File: config.mk
export PLATFORM = sky130hd
export DESIGN_NAME = cnt_full
export DESIGN_NICKNAME = d
export VERILOG_FILES = /design/src/rtl/cnt_full_pkg.sv /design/src/rtl/cnt_full_gray2bin.sv /design/src/rtl/cnt_full.sv
export SDC_FILE = /design/constraint.sdc
export NUM_CORES = 1
export LEC_CHECK = 0
export BUFFER_PORTS_ARGS = -buffer_cell sky130_fd_sc_hd__clkbuf_2
export CORE_AREA = 3 3 61 63
export DETAILED_ROUTE_END_ITERATION = 12
export DIE_AREA = 0 0 64 66
export GPL_ROUTABILITY_DRIVEN = 0
export HOLD_SLACK_MARGIN = 0.06
export PLACE_DENSITY = 0.79
export SLEW_MARGIN = 20
export SYNTH_ARGS = -nofsm -noshare
export SYNTH_HDL_FRONTEND = slang
export SYNTH_SLANG_ARGS = --single-unit
File: constraint.sdc
create_clock -name clk -period 5 [get_ports clk]
set_clock_uncertainty 0.1 [all_clocks]
set_input_delay 0.75 -clock clk [delete_from_list [all_inputs] [get_ports clk]]
set_output_delay 0.75 -clock clk [all_outputs]
set_load 0.02 [all_outputs]
File: src/rtl/cnt_full_pkg.sv
// Shared helpers for the async FIFO pointer counters.
// Both the write-side and read-side counters use these helpers.
package cnt_full_pkg;

    function automatic int fifo_depth(input int width);
        return 1 << (width - 1);
    endfunction

    function automatic logic [31:0] bin2gray(input logic [31:0] bin);
        return bin ^ (bin >> 1);
    endfunction

    function automatic logic [31:0] gray2bin(input logic [31:0] gray);
        logic [31:0] bin;
        bin = gray;
        for (int i = 30; i >= 0; i--) begin
            bin[i] = bin[i + 1] ^ gray[i];
        end
        return bin;
    endfunction

endpackage

File: src/rtl/cnt_full_gray2bin.sv
// Combinational Gray-to-binary converter.
// Each binary bit is the XOR of all Gray bits at or above its position.
module cnt_full_gray2bin #(
    parameter int WIDTH = 8
) (
    input  logic [WIDTH-1:0] i_gray,
    output logic [WIDTH-1:0] o_bin
);

    for (genvar i = 0; i < WIDTH; i++) begin : g_bit
        assign o_bin[i] = ^i_gray[WIDTH-1:i];
    end

endmodule

File: src/rtl/cnt_full.sv
// Write-side pointer and flag generator for the async FIFO: binary/Gray
// write pointers, registered full/almost_full/level and a sticky overflow.
module cnt_full
    import cnt_full_pkg::*;
#(
    parameter int WIDTH     = 8,
    parameter int AF_THRESH = fifo_depth(WIDTH) - 2
) (
    input  logic             clk,
    input  logic             rst,
    input  logic             clr,
    input  logic             en,
    input  logic [WIDTH-1:0] cnt_gray_sync,
    output logic [WIDTH-1:0] cnt_bin,
    output logic [WIDTH-1:0] cnt_gray,
    output logic             full,
    output logic             almost_full,
    output logic [WIDTH-1:0] level,
    output logic             overflow
);

    // Full when the next write pointer differs from the read pointer only
    // in the top two Gray bits (same position, opposite wrap).
    localparam logic [WIDTH-1:0] FULL_MASK = WIDTH'(2'b11) << (WIDTH - 2);
    localparam logic [WIDTH-1:0] AF_T      = WIDTH'(AF_THRESH);

    logic [WIDTH-1:0] r_bin;
    logic [WIDTH-1:0] r_gray;
    logic             r_full;
    logic             r_almost_full;
    logic [WIDTH-1:0] r_level;
    logic             r_overflow;

    logic             w_wr_ok;
    logic [WIDTH-1:0] w_bin_next;
    logic [WIDTH-1:0] w_gray_next;
    logic [WIDTH-1:0] w_rd_bin;
    logic [WIDTH-1:0] w_level_d;
    logic             w_full_d;
    logic             w_af_d;

    cnt_full_gray2bin #(
        .WIDTH (WIDTH)
    ) u_rd_g2b (
        .i_gray (cnt_gray_sync),
        .o_bin  (w_rd_bin)
    );

    assign w_wr_ok     = en & ~r_full;
    assign w_bin_next  = r_bin + {{(WIDTH-1){1'b0}}, w_wr_ok};
    assign w_gray_next = WIDTH'(bin2gray(32'(w_bin_next)));
    assign w_level_d   = w_bin_next - w_rd_bin;
    assign w_full_d    = (w_gray_next == (cnt_gray_sync ^ FULL_MASK));
    assign w_af_d      = (w_level_d >= AF_T);

    // Pointer, flag and level registers; rst/clr dominate everything.
    always_ff @(posedge clk) begin
        if (rst | clr) begin
            r_bin         <= {WIDTH{1'b0}};
            r_gray        <= {WIDTH{1'b0}};
            r_full        <= 1'b0;
            r_almost_full <= 1'b0;
            r_level       <= {WIDTH{1'b0}};
            r_overflow    <= 1'b0;
        end else begin
            r_bin         <= w_bin_next;
            r_gray        <= w_gray_next;
            r_full        <= w_full_d;
            r_almost_full <= w_af_d;
            r_level       <= w_level_d;
            if (en & r_full) begin
                r_overflow <= 1'b1;
            end
        end
    end

    assign cnt_bin     = r_bin;
    assign cnt_gray    = r_gray;
    assign full        = r_full;
    assign almost_full = r_almost_full;
    assign level       = r_level;
    assign overflow    = r_overflow;

endmodule

== After elaboration in Yosys (flattened, before gate mapping) ==
Index checks and enable logic that the tools add are counted.
Word-level totals
  bits in registers: 27
  latch bits: 0
  memory bits (writable): 0
  memory bits (read-only): 0
  input bits: 12
  output and inout port bits: 27
  word-level logic and storage cells: 23
  memories: 0
Cells by class
  add/sub/neg operators: 2
  multipliers: 0
  divide/modulo/power cells: 0
  magnitude comparators: 1
  eq/ne operators: 1
  shift operators: 0
  muxes and demuxes: 0
  bitwise operators: 6
  reduce and logical (&&, ||, !) cells: 7
Operator list (count)
  8-bit by 1-bit adder with 8-bit output: 1
  8-bit == test: 1
  8-bit by 7-bit greater-or-equal comparator with 1-bit output, second input constant: 1
  8-bit parity: 1
  8-bit subtractor: 1
  8-bit by 7-bit bitwise XOR with 8-bit output: 1
  7-bit parity: 1
  6-bit parity: 1
  5-bit parity: 1
  4-bit parity: 1
  3-bit parity: 1
  1-bit AND: 2
  2-bit inverter: 1
  2-bit parity: 1
  1-bit inverter: 1
  1-bit OR: 1

== Depth between registers and ports, before layout ==
Gate-level depths: netlist of run 1.
  depth after elaboration: 5
  depth in mapped cells: 16
  depth with buffers taken out: 16

== Cells and area by module ==
From an unflattened synthesis of run 1, not the netlist that was laid out.
Second synthesis, totals
  cell total of the unflattened synthesis: 176
  area total of the unflattened synthesis: 1606.5 um2
By module, submodules not included
  cnt_full: instances 1, cells each 166, area an instance 1481.4 um2
  cnt_full_gray2bin: instances 1, cells each 10, area an instance 125.1 um2

== Worst setup path before layout of run 1 ==
Ideal clock, no wire load.
  path type: input port to flip-flop
  start: input port cnt_gray_sync[7]
  end: register r_almost_full (netlist: almost_full)
  library setup time: 0.084 ns
  data arrival time: 3.788 ns
  required time: 4.816 ns
  slack: 1.028 ns
  cell stages on the path: 16
  path through: xor2_2 inv_2 xnor2_4 xnor2_1 xor2_1 xnor2_1 ha_1 inv_1 fa_1 nand2_1 nand2_1 o22ai_2 nor2_2 xnor2_1 or4b_1 o31ai_2
Between the ends
  cells in the longest elaborated chain, start to end: 3
  elaborated cells on any way between the ends: 9
Ends and longest elaborated chain
  from (decl): RTL line cnt_full.sv:13  | input logic [WIDTH-1:0] cnt_gray_sync,
  8-bit parity, or another cell as far along: RTL line cnt_full_gray2bin.sv:11  | assign o_bin[i] = ^i_gray[WIDTH-1:i];
  8-bit subtractor (*): RTL line cnt_full.sv:52  | assign w_level_d = w_bin_next - w_rd_bin;
  8-bit by 7-bit greater-or-equal comparator with 1-bit output (*): RTL line cnt_full.sv:54  | assign w_af_d = (w_level_d >= AF_T);
  to (signal assigned): RTL line cnt_full.sv:69  | r_almost_full <= w_af_d;
  to (decl): RTL line cnt_full.sv:30  | logic r_almost_full;
Every way passes the cells marked *; elsewhere a longest branch is shown, timed or not.
A chain may end at the register's enable or synchronous reset.

== Final worst setup path of run 1 ==
Same ends and word-level chain as after synthesis.

==> key figures, run 1 <==
Run status
  – Status: completed

Pwr
  – Sequential Power Share: 40.0%
  – Power Total: 0.000555 W
  – Internal: between 0.0003 and 0.0004 W
  – Switching pwr: 0.000179 W
  – Gate power share: 32.8%
  – Pleak: 0.891 nW
  – Worst VDD drop: 0.146 mV
  – Sw Ratio: between 30 and 40%
  – Pwr dens: 292 mW/mm²
  – Clock share of power: 27.2%

Synth
  – Largest family of logic cells by synthesized area: XOR/XNOR gates
  – Register area share after synthesis: 32.3%
  – Adder-Cell Fraction of Synth Area: under 10%
  – Dominant cells by area after synthesis: dfxtp_1 32%, xnor2_1 13%, nor2_1 7.5%, ha_1 6.2%, xor2_1 3.3%
  – Post-synth top area share: 32.3%
  – Synth unique cells: 43
  – Synth Area in Simple Gates: a little under a fifth
  – Async SR Flop Fraction: 0%
  – Synth Instances: 177
  – XOR/XNOR Fraction of Synth Area: a little over a quarter
  – Mux contribution to synthesized area: under 10%
  – Number of synthesized flops with an enable pin: 0
  – Count leader, synth: nor2_1
  – Syn nets: 198
  – Syn Area/Cell: 9.10 µm²
  – Synth Flop Type: dfxtp_1
  – Synth top cells by count: 32 x nor2_1, 26 x dfxtp_1, 24 x xnor2_1
  – Compound-Gate Fraction of Synth Area: under 10%
  – Number of synthesis warnings: 0
  – Cell Area, Synth: 0.00161 mm²
  – FF+latch count, synth: 26
  – Post-synth top area cell: dfxtp_1

Floorplanning
  – Core Area: 0.00328 mm²
  – # rows: 21
  – I/O pins: 39
  – Initial Utilization: 49.0%
  – Area of the die: between 0.004 and 0.005 mm²
  – Die Y: 66 µm
  – Chip width: 64 µm

Routing
  – WL per Instance: about 13 µm
  – Remaining DRCs: 0
  – DR pass1 iterations: 4
  – Total wire length: 3360 µm
  – Post-route ant nets: 0
  – Via Count: around 1300
  – Vias per inst: around 5
  – Initial DRC count: 74

Global routing
  – Gr usage total: 16.5%
  – Global-route wire length before repair: 5440 µm
  – Vias in the first global route: 1213
  – Largest net degree at the start of global routing: 24
  – GRT Residual Overflow: 0
  – Initial antenna violation count: 0

Placement
  – Dpl hpwl: 2570 µm
  – I/O Buffers: 38

Timing
  – # setup viols final: 0
  – RSZ-0062 raised after global routing: false
  – Max Clk Rate: approximately 250 MHz
  – Pin slew with the least headroom to its limit: about 0.60 ns
  – Rel. slew slack: 59.8%
  – Period utilisation layout: between 80% and 90%
  – Fin Setup TNS: 0 ns
  – Hold Violations, Final: 0
  – Min cycle time layout: 4.07 ns
  – Max Transition Viols Final: 0

Flow run
  – Max cap viols: 0

Setup path
  – Worst Path Max Fanout: 6
  – Crit Path Category: in2reg
  – WP data arrival: 4.24 ns
  – Required @ worst endpoint: 5.17 ns
  – Setup crit end kind: flip-flop
  – Worst setup SP type: input port

Clock network
  – Clock Root Buffer: clkbuf_4
  – CTS resizes: 0
  – Worst-path clk slew: 0.16 ns
  – Post-CTS Repair Setup Buffers: 0
  – TritonCTS clock tree: built
  – Cts hold-fix bufs: 0
  – Num CTS Buffers: 3
  – H-tree levels: 1
  – Clk Latency, worst-skew pair: 0.34 ns
  – CTS Buffer Depth: 2
  – CTS sink count: 26

Final layout
  – Final nets: 238
  – ANT cells: 0
  – Fraction of layout cells with a size suffix above 1: 26.4%
  – Fillers: 290
  – Area grow syn2layout: 17.9%

Hold path
  – HP Class: reg2reg
## power groups by stage
stage          Clock, W  Sequential (W)  Combinational (W)
6_report       0.000151        0.000222           0.000182
5_1_grt        0.000162        0.000223           0.000201
4_1_cts        0.000153        0.000222           0.000183
3_5_place_dp          0        0.000227           0.000181
3_3_place_gp          0        0.000226           0.000176
2_1_floorplan         0        0.000241           0.000123
## routing by layer
layer	wire length (µm)	vias up	GRT usage [%]
met2	1560	31	28.4
met3	122	5	2.04
met5	0	-	0
met1	1620	599	21.0
met4	51	0	6.20
li1	-	664	-
## final timing paths
| kind | start | end | slack [ns] | cells after the start |
|---|---|---|---|---|
| setup reg to reg | full | almost_full | 1.25 | 13 |
| setup / recovery | cnt_gray_sync[7] | almost_full | 0.93 | 17 |
| hold / removal | overflow | overflow | 0.39 | 2 |
| hold reg to reg | overflow | overflow | 0.39 | 2 |
## flip-flops by register name, summed over array words and instances, names as in the netlist
| register | cells |
|---|---|
| almost_full | 1 |
| cnt_bin | 8 |
| cnt_gray | 7 |
| full | 1 |
| level | 8 |
| overflow | 1 |
## metrics by stage
stage / instances / hold slack, ns / area, µm² / utilization (%) / setup slack (ns)
floorplan: 177 / 0.470 / 1610 / - / 1.03
global placement: 258 / 0.352 / 1850 / 56.2 / 0.728
detailed placement: 258 / 0.355 / 1850 / 56.2 / 0.578
CTS: 262 / 0.392 / 1900 / 57.8 / 0.899
global route: 262 / 0.436 / 1900 / 57.8 / 0.719
finish: 262 / 0.392 / 1900 / 57.8 / 0.926
## critical path: stages
cell	delay (ns)
clkbuf_2	0.13
xor2_2	0.31
inv_2	0.12
xnor2_4	0.28
xnor2_1	0.20
xor2_1	0.36
xnor2_1	0.17
ha_1	0.18
inv_1	0.07
fa_1	0.41
nand2_1	0.09
nand2_1	0.08
o22ai_2	0.19
nor2_2	0.05
xnor2_1	0.13
or4b_1	0.54
o31ai_2	0.17
## logic make-up after synthesis
family	after synthesis
compound gates	21
xor+xnor	38
fa+ha+maj	10
buf+inv	14
flops	26
mux	2
simple gates	66
## layout make-up
class / instances / area [µm²] / share of cell area (%)
Multi-Input combinational cell: 137 / 1030 / 54.4
Clock buffer: 3 / 22.5 / 1.19
Inverter: 10 / 37.5 / 1.98
Clock inverter: 1 / 30.0 / 1.58
Tap cell: 46 / 57.6 / 3.03
Timing Repair Buffer: 39 / 198 / 10.4
Sequential cell: 26 / 520 / 27.4
## layout by cell type, fill, tap and decap left out, types with 2 or more instances in the layout
cell	synthesis	layout
nor2_1	32	32
clkbuf_2	0	38
xor2_1	6	6
xnor2_2	3	3
inv_1	9	9
xnor2_1	24	24
o21ai_1	3	3
and3_1	3	3
dfxtp_1	26	26
and2_1	3	3
nand3_1	5	5
nand2b_1	2	2
nand2_1	9	9
a21oi_1	8	8
clkbuf_4	0	3
ha_1	8	8
o21ai_0	3	3
nor2_2	2	2
nor3_1	3	3
Note: power is estimated with default switching activity, not from simulation.
==> inputs of run 2 (changes only) <==
ABC_AREA = 1   (was default)
CORE_AREA = 3 3 62 64   (was 3 3 61 63)
DIE_AREA = 0 0 65 67   (was 0 0 64 66)
clock period = 3.65 ns   (was 5 ns; I/O delays follow)
==> key figures, run 2 <==
Run status
  – Status: completed (unchanged)

Hold path
  – HP Class: reg2reg (unchanged)

Synth
  – Synth Flop Type: dfxtp_1 (unchanged)
  – Syn nets: 252 (was 198)
  – Count leader, synth: nand2_1 (was nor2_1)
  – Cell Area, Synth: 0.00160 mm² (was 0.00161 mm²)
  – Post-synth top area share: 32.5% (was 32.3%)
  – Syn Area/Cell: 6.94 µm² (was 9.10 µm²)
  – Number of synthesized flops with an enable pin: 0 (unchanged)
  – Number of synthesis warnings: 0 (unchanged)
  – FF+latch count, synth: 26 (unchanged)
  – Synth unique cells: 27 (was 43)
  – Synth Instances: 231 (was 177)
  – Async SR Flop Fraction: 0% (unchanged)
  – Synth top cells by count: 61 x nand2_1, 29 x inv_1, 28 x nor2_1 (was 32 x nor2_1, 26 x dfxtp_1, 24 x xnor2_1)
  – Dominant cells by area after synthesis: dfxtp_1 32%, nand2_1 14%, xor2_1 9.8%, inv_1 6.8%, nor2_1 6.6% (was dfxtp_1 32%, xnor2_1 13%, nor2_1 7.5%, ha_1 6.2%, xor2_1 3.3%)
  – Register area share after synthesis: 32.5% (was 32.3%)
  – Post-synth top area cell: dfxtp_1 (unchanged)

Routing
  – WL per Instance: 10.5 µm (was 12.8 µm)
  – Via Count: 1506 (was 1299)
  – Remaining DRCs: 0 (unchanged)
  – Vias per inst: 4.77 (was 4.96)
  – DR pass1 iterations: 4 (unchanged)
  – Post-route ant nets: 0 (unchanged)
  – Total wire length: 3320 µm (was 3360 µm)
  – Initial DRC count: 49 (was 74)

Timing
  – RSZ-0062 raised after global routing: false (unchanged)
  – Min cycle time layout: 2.62 ns
  – Pin slew with the least headroom to its limit: 0.587 ns (was 0.599 ns)
  – Max Clk Rate: 381 MHz
  – Final WS setup: 1.03 ns (was 0.926 ns)
  – Rel. slew slack: 60.8% (was 59.8%)
  – Hold Violations, Final: 0 (unchanged)
  – # setup viols final: 0 (unchanged)
  – Period utilisation layout: 71.8%
  – Fin Setup TNS: 0 ns (unchanged)
  – Max Transition Viols Final: 0 (unchanged)

Global routing
  – M2 GR Usage: 30.4% (was 28.4%)
  – Vias in the first global route: 1394 (was 1213)
  – Gr usage total: 16.8% (was 16.5%)
  – GRT Residual Overflow: 0 (unchanged)
  – Initial antenna violation count: 0 (unchanged)
  – Busiest grt layer: met2 (unchanged)
  – Global Route met3 Usage: 3.20% (was 2.04%)
  – Met1 usage: 20.0% (was 21.0%)
  – Largest net degree at the start of global routing: 22 (was 24)
  – Global-route wire length before repair: 5820 µm (was 5440 µm)

Flow run
  – Max cap viols: 0 (unchanged)

Floorplanning
  – Core Area: 0.00334 mm² (was 0.00328 mm²)
  – Chip width: 65 µm (was 64 µm)
  – Die Y: 67 µm (was 66 µm)
  – # rows: 21 (unchanged)
  – I/O pins: 39 (unchanged)
  – Initial Utilization: 48.0% (was 49.0%)
  – Area of the die: 0.00436 mm² (was 0.00422 mm²)

Clock network
  – Clk Latency, worst-skew pair: 0.32 ns (was 0.34 ns)
  – CTS Buffer Depth: 2 (unchanged)
  – TritonCTS clock tree: built (unchanged)
  – Cts hold-fix bufs: 0 (unchanged)
  – Clock Root Buffer: clkbuf_4 (unchanged)
  – CTS resizes: 0 (unchanged)
  – Num CTS Buffers: 3 (unchanged)
  – CTS sink count: 26 (unchanged)
  – Post-CTS Repair Setup Buffers: 0 (unchanged)
  – Worst-path clk slew: 0.14 ns (was 0.16 ns)
  – H-tree levels: 1 (unchanged)

Pwr
  – Worst VDD drop: 0.191 mV (was 0.146 mV)
  – Power Total: 0.000683 W (was 0.000555 W)
  – Pleak: 1.01 nW (was 0.891 nW)
  – Pwr dens: 362 mW/mm² (was 292 mW/mm²)

Setup path
  – WP data arrival: 2.80 ns (was 4.24 ns)
  – Setup slack, reg-to-reg: 1.06 ns (was 1.25 ns)
  – Worst setup SP type: input port (unchanged)
  – Crit Path Category: in2reg (unchanged)
  – Setup crit end kind: flip-flop (unchanged)
  – Worst Path Max Fanout: 5 (was 6)
  – Required @ worst endpoint: 3.83 ns (was 5.17 ns)

Placement
  – I/O Buffers: 38 (unchanged)
  – Setup WS pre-CTS: 0.710 ns (was 0.578 ns)
  – Dpl hpwl: 2690 µm (was 2570 µm)

Final layout
  – Final nets: 292 (was 238)
  – ANT cells: 0 (unchanged)
  – Leading cell type in the layout, fill and taps excluded: nand2_1 (was clkbuf_2)
  – Fraction of layout cells with a size suffix above 1: 18.5% (was 26.4%)
  – Area grow syn2layout: 17.8% (was 17.9%)
  – Most frequent cells in the layout: 61 x nand2_1, 38 x clkbuf_2, 29 x inv_1, 28 x nor2_1, 26 x dfxtp_1 (was 38 x clkbuf_2, 32 x nor2_1, 26 x dfxtp_1, 24 x xnor2_1)
## run 2: cell types whose count changed in the layout (fill, tap and decap cells not counted), moves of 3 or more
cell / previous run / this run
xor2_1: 6 / 18
and3_1: 3 / 0
nand2_1: 9 / 61
nor2_1: 32 / 28
and2_1: 3 / 0
xnor2_1: 24 / 5
nand4_1: 1 / 5
nand3_1: 5 / 19
inv_1: 9 / 29
o21ai_1: 3 / 6
## run 2: layout make-up
type | count | area (µm²)
Multi-Input combinational cell | 171 | 951
Tap cell | 46 | 57.6
Sequential cell | 26 | 520
Inverter | 31 | 116
Clock inverter | 1 | 30.0
Fill cell | 336 | 1450
Clock buffer | 3 | 22.5
Timing Repair Buffer | 38 | 190
## run 2: kinds of logic after synthesis
family	count (synthesis)	share of synthesized area [%]
AND/OR/NAND/NOR	120	31.5
buffers and inverters	34	8.20
XOR/XNOR	25	14.6
adder cells (fa/ha/maj)	9	7.49
AO/OA/AOI/OAI	17	5.78
flip-flops	26	32.5
## run 2: stage by stage
step                      hold slack (ns)  std cells  utilization, %  instance area, µm²
after CTS                           0.410        316            56.6                1890
after floorplan                     0.496        231               -                1600
final                               0.401        316            56.6                1890
after global placement              0.367        312            55.0                1840
after detailed placement            0.378        312            55.0                1840
after global routing                0.468        316            56.6                1890
## run 2: final timing paths
kind | from | end | cells after the start
max reg2reg | full | almost_full | 16
max | cnt_gray_sync[4] | almost_full | 21
min | overflow | overflow | 2
min reg2reg | overflow | overflow | 2
## run 2: per-layer routing
metal | share of wire [%] | up-vias | wire, µm
met2 | 47 | 31 | 1570
met3 | 4.4 | 6 | 146
met5 | 0 | - | 0
li1 | - | 797 | -
met1 | 47 | 672 | 1570
met4 | 1.1 | 0 | 36
## run 2: worst max-delay path: stages
cell and delay [ns]:
clkbuf_2 0.13, inv_1 0.09, nand2_1 0.05, nand2_1 0.10, nand2_1 0.09, nand2_1 0.09, nand2_1 0.09, nand2_1 0.11
xor2_1 0.15, ha_1 0.20, inv_1 0.07, fa_1 0.42, nand2_1 0.09, inv_1 0.04, nand2_1 0.07, nand3b_1 0.10
nand2_1 0.08, nand3_1 0.07, nor2_1 0.09, nand2_1 0.05, nand2_1 0.05
## run 2: where the power goes
group / switching [W] / internal (W)
Combinational: 0.000120 / 0.0000679
Clock: 0.0000857 / 0.000111
Sequential: 0.00000320 / 0.000295
Total: 0.000209 / 0.000474
==> inputs of run 3 (changes only) <==
CORE_AREA = 3 3 61 63   (was 3 3 62 64)
DIE_AREA = 0 0 64 66   (was 0 0 65 67)
PLACE_DENSITY = 0.78   (was 0.79)
clock period = 2.6 ns   (was 3.65 ns; I/O delays follow)
==> key figures, run 3 (same netlist as run 2, synthesis figures left out) <==
Run status
  – Status: completed (unchanged)

Timing
  – Rel. slew slack: 59.1% (was 60.8%)
  – Max Transition Viols Final: 0 (unchanged)
  – Hold Violations, Final: 0 (unchanged)
  – # setup viols final: 0 (unchanged)
  – Max Clk Rate: 407 MHz
  – Period utilisation layout: 94.5%
  – Final WS setup: 0.143 ns (was 1.03 ns)
  – Pin slew with the least headroom to its limit: 0.613 ns (was 0.587 ns)
  – Min cycle time layout: about 2.5 ns
  – Fin Setup TNS: 0 ns (unchanged)

Pwr
  – Clock share of power: 20.9% (was 28.8%)
  – Sequential Power Share: 43.3% (was 43.7%)
  – Power Total: 0.000969 W (was 0.000683 W)
  – Worst VDD drop: 0.285 mV (was 0.191 mV)
  – Sw Ratio: 31.8% (was 30.6%)
  – Pwr dens: 450 mW/mm² (was 362 mW/mm²)
  – Pleak: 1.15 nW (was 1.01 nW)
  – Internal: 0.000661 W (was 0.000474 W)
  – Gate power share: 35.8% (was 27.5%)
  – Switching pwr: 0.000309 W (was 0.000209 W)

Final layout
  – Area grow syn2layout: 34.3% (was 17.8%)
  – Multi-input gate area: 998 µm² (was 951 µm²)
  – Final instance area: 0.00215 mm² (was 0.00189 mm²)
  – Most frequent cells in the layout: 58 x nand2_1, 38 x clkbuf_2, 31 x buf_4, 28 x inv_1, 27 x nor2_1 (was 61 x nand2_1, 38 x clkbuf_2, 29 x inv_1, 28 x nor2_1, 26 x dfxtp_1)
  – Leading cell type in the layout, fill and taps excluded: nand2_1 (unchanged)
  – Non-Filler Instances: 347 (was 316)
  – ANT cells: 0 (unchanged)
  – Fraction of layout cells with a size suffix above 1: 29.9% (was 18.5%)
  – Final nets: 323 (was 292)
  – Register Area: 520 µm² (unchanged)
  – Fillers: 288 (was 336)

Clock network
  – CTS sink count: 26 (unchanged)
  – TritonCTS clock tree: built (unchanged)
  – Num CTS Buffers: 3 (unchanged)
  – Clock Root Buffer: clkbuf_4 (unchanged)
  – CTS Buffer Depth: 2 (unchanged)
  – Worst-path clk slew: 0.13 ns (was 0.14 ns)
  – Clk Latency, worst-skew pair: 0.33 ns (was 0.32 ns)
  – H-tree levels: 1 (unchanged)

Global routing
  – GRT Residual Overflow: 0 (unchanged)
  – Gr usage total: 18.2% (was 16.8%)
  – Global-route wire length before repair: 6180 µm (was 5820 µm)
  – Vias in the first global route: 1509 (was 1394)
  – Initial antenna violation count: 0 (unchanged)
  – Largest net degree at the start of global routing: 22 (unchanged)

Setup path
  – Most used cell, CP: nand2_1 (unchanged)
  – Crit path cell chain: clkbuf_2 > inv_1 > nand2_1 > nand2_1 > nand2_2 > nand2_1 > nand2_1 > nand2_2 > xor2_1 > ha_2 > inv_1 > fa_2 > buf_4 > xnor2_1 > nor2_1 > nand3_1 > nor2_1 > nand2_1 > nand2_1 (was clkbuf_2 > inv_1 > nand2_1 > nand2_1 > nand2_1 > nand2_1 > nand2_1 > nand2_1 > xor2_1 > ha_1 > inv_1 > fa_1 > nand2_1 > inv_1 > nand2_1 > nand3b_1 > nand2_1 > nand3_1 > nor2_1 > nand2_1 > nand2_1)
  – Setup crit end kind: flip-flop (unchanged)
  – Worst path max stage delay: 0.40 ns (was 0.42 ns)
  – Worst setup SP type: input port (unchanged)
  – Crit-path leading delay family: simple AND/OR/NAND/NOR gates (unchanged)
  – Slowest CP cell: fa_2 (was fa_1)
  – Worst Path Max Fanout: 4 (was 5)
  – Crit Path Category: in2reg (unchanged)
  – WP data arrival: 2.64 ns (was 2.80 ns)
  – Crit path buf inv count: 4 (unchanged)
  – Required @ worst endpoint: 2.78 ns (was 3.83 ns)
  – Setup slack, reg-to-reg: 0.20 ns (was 1.06 ns)

Routing
  – Via Count: 1610 (was 1506)
  – Initial DRC count: 56 (was 49)
  – Post-route ant nets: 0 (unchanged)
  – Vias per inst: 4.64 (was 4.77)
  – DR pass1 iterations: 4 (unchanged)
  – Remaining DRCs: 0 (unchanged)
  – WL per Instance: 10.4 µm (was 10.5 µm)
  – Total wire length: 3620 µm (was 3320 µm)

Floorplanning
  – Area of the die: 0.00422 mm² (was 0.00436 mm²)
  – Chip width: 64 µm (was 65 µm)
  – I/O pins: 39 (unchanged)
  – Initial Utilization: 48.8% (was 48.0%)
  – # rows: 21 (unchanged)
  – Die Y: 66 µm (was 67 µm)
  – Core Area: 0.00328 mm² (was 0.00334 mm²)

Placement
  – I/O Buffers: 38 (unchanged)
  – Dpl hpwl: 2950 µm (was 2690 µm)
  – Setup WS pre-CTS: -0.155 ns (was 0.710 ns)
  – Dpl cell area: 0.00205 mm² (was 0.00184 mm²)
  – Cell total after placement: 341 (was 312)

Flow run
  – Max cap viols: 0 (unchanged)

Hold path
  – HP Class: in2reg (was reg2reg)
## run 3: cell count changes in the layout (fill, tap and decap cells not counted), moves of 2 or more
| cell | delta |
|---|---|
| nand2_2 | +3 |
| ha_1 | -2 |
| nand2_1 | -3 |
| buf_4 | +31 |
## run 3: metrics by stage
| stage | hold slack, ns | util (%) |
|---|---|---|
| 3_3_place_gp | 0.362 | 62.5 |
| 4_1_cts | 0.263 | 63.6 |
| 5_1_grt | 0.331 | 65.5 |
| 3_5_place_dp | 0.366 | 62.5 |
| 6_report | 0.267 | 65.5 |
| 2_1_floorplan | 0.474 | - |
## run 3: area by class of cell
class	instances	share of cell area (%)
Multi-Input combinational cell	171	46.4
Sequential cell	26	24.2
Timing Repair Buffer	69	19.7
Inverter	31	5.41
Tap cell	46	2.67
Clock buffer	4	1.69
## run 3: per-layer routing
layer / wire length [µm] / part of all wire [%] / track usage (%)
met1: 1610 / 44 / 23.1
met2: 1810 / 50 / 31.4
met3: 171 / 4.7 / 2.89
met4: 38 / 1.0 / 6.20
met5: 0 / 0 / 0
## run 3: power groups by stage
stage	sequential (W)	clock, W	combinational, W
6_report	0.000420	0.000203	0.000347
3_3_place_gp	0.000428	0	0.000316
4_1_cts	0.000420	0.000204	0.000322
3_5_place_dp	0.000429	0	0.000320
2_1_floorplan	0.000450	0	0.000175
5_1_grt	0.000421	0.000219	0.000392
## run 3: path summary, 6_finish.rpt
| check | startpoint | to | cells past startpoint |
|---|---|---|---|
| max | cnt_gray_sync[2] | almost_full | 19 |
| min | en | overflow | 5 |
| max reg2reg | full | almost_full | 16 |
| min reg2reg | overflow | overflow | 2 |
## run 3: worst reg2reg max path, stage by stage, from the launching register on
cell,delay [ns]
dfxtp_1,0.36
nor2_2,0.14
ha_1,0.20
nand4_1,0.17
nor2_4,0.22
xor2_4,0.11
ha_4,0.30
inv_1,0.06
o21bai_1,0.14
inv_1,0.05
o21ai_1,0.09
inv_2,0.05
nand3_1,0.07
nand2_1,0.05
nor2_1,0.13
nand2_1,0.07
nand2_1,0.05
## run 3: repair_timing
| item | 4_1_cts | 5_1_grt |
|---|---|---|
| setup buffers | 0 | 2 |
| setup endpoints to repair | 0 | 3 |
| hold buffers | 0 | 0 |
| gates resized for setup | 0 | 11 |
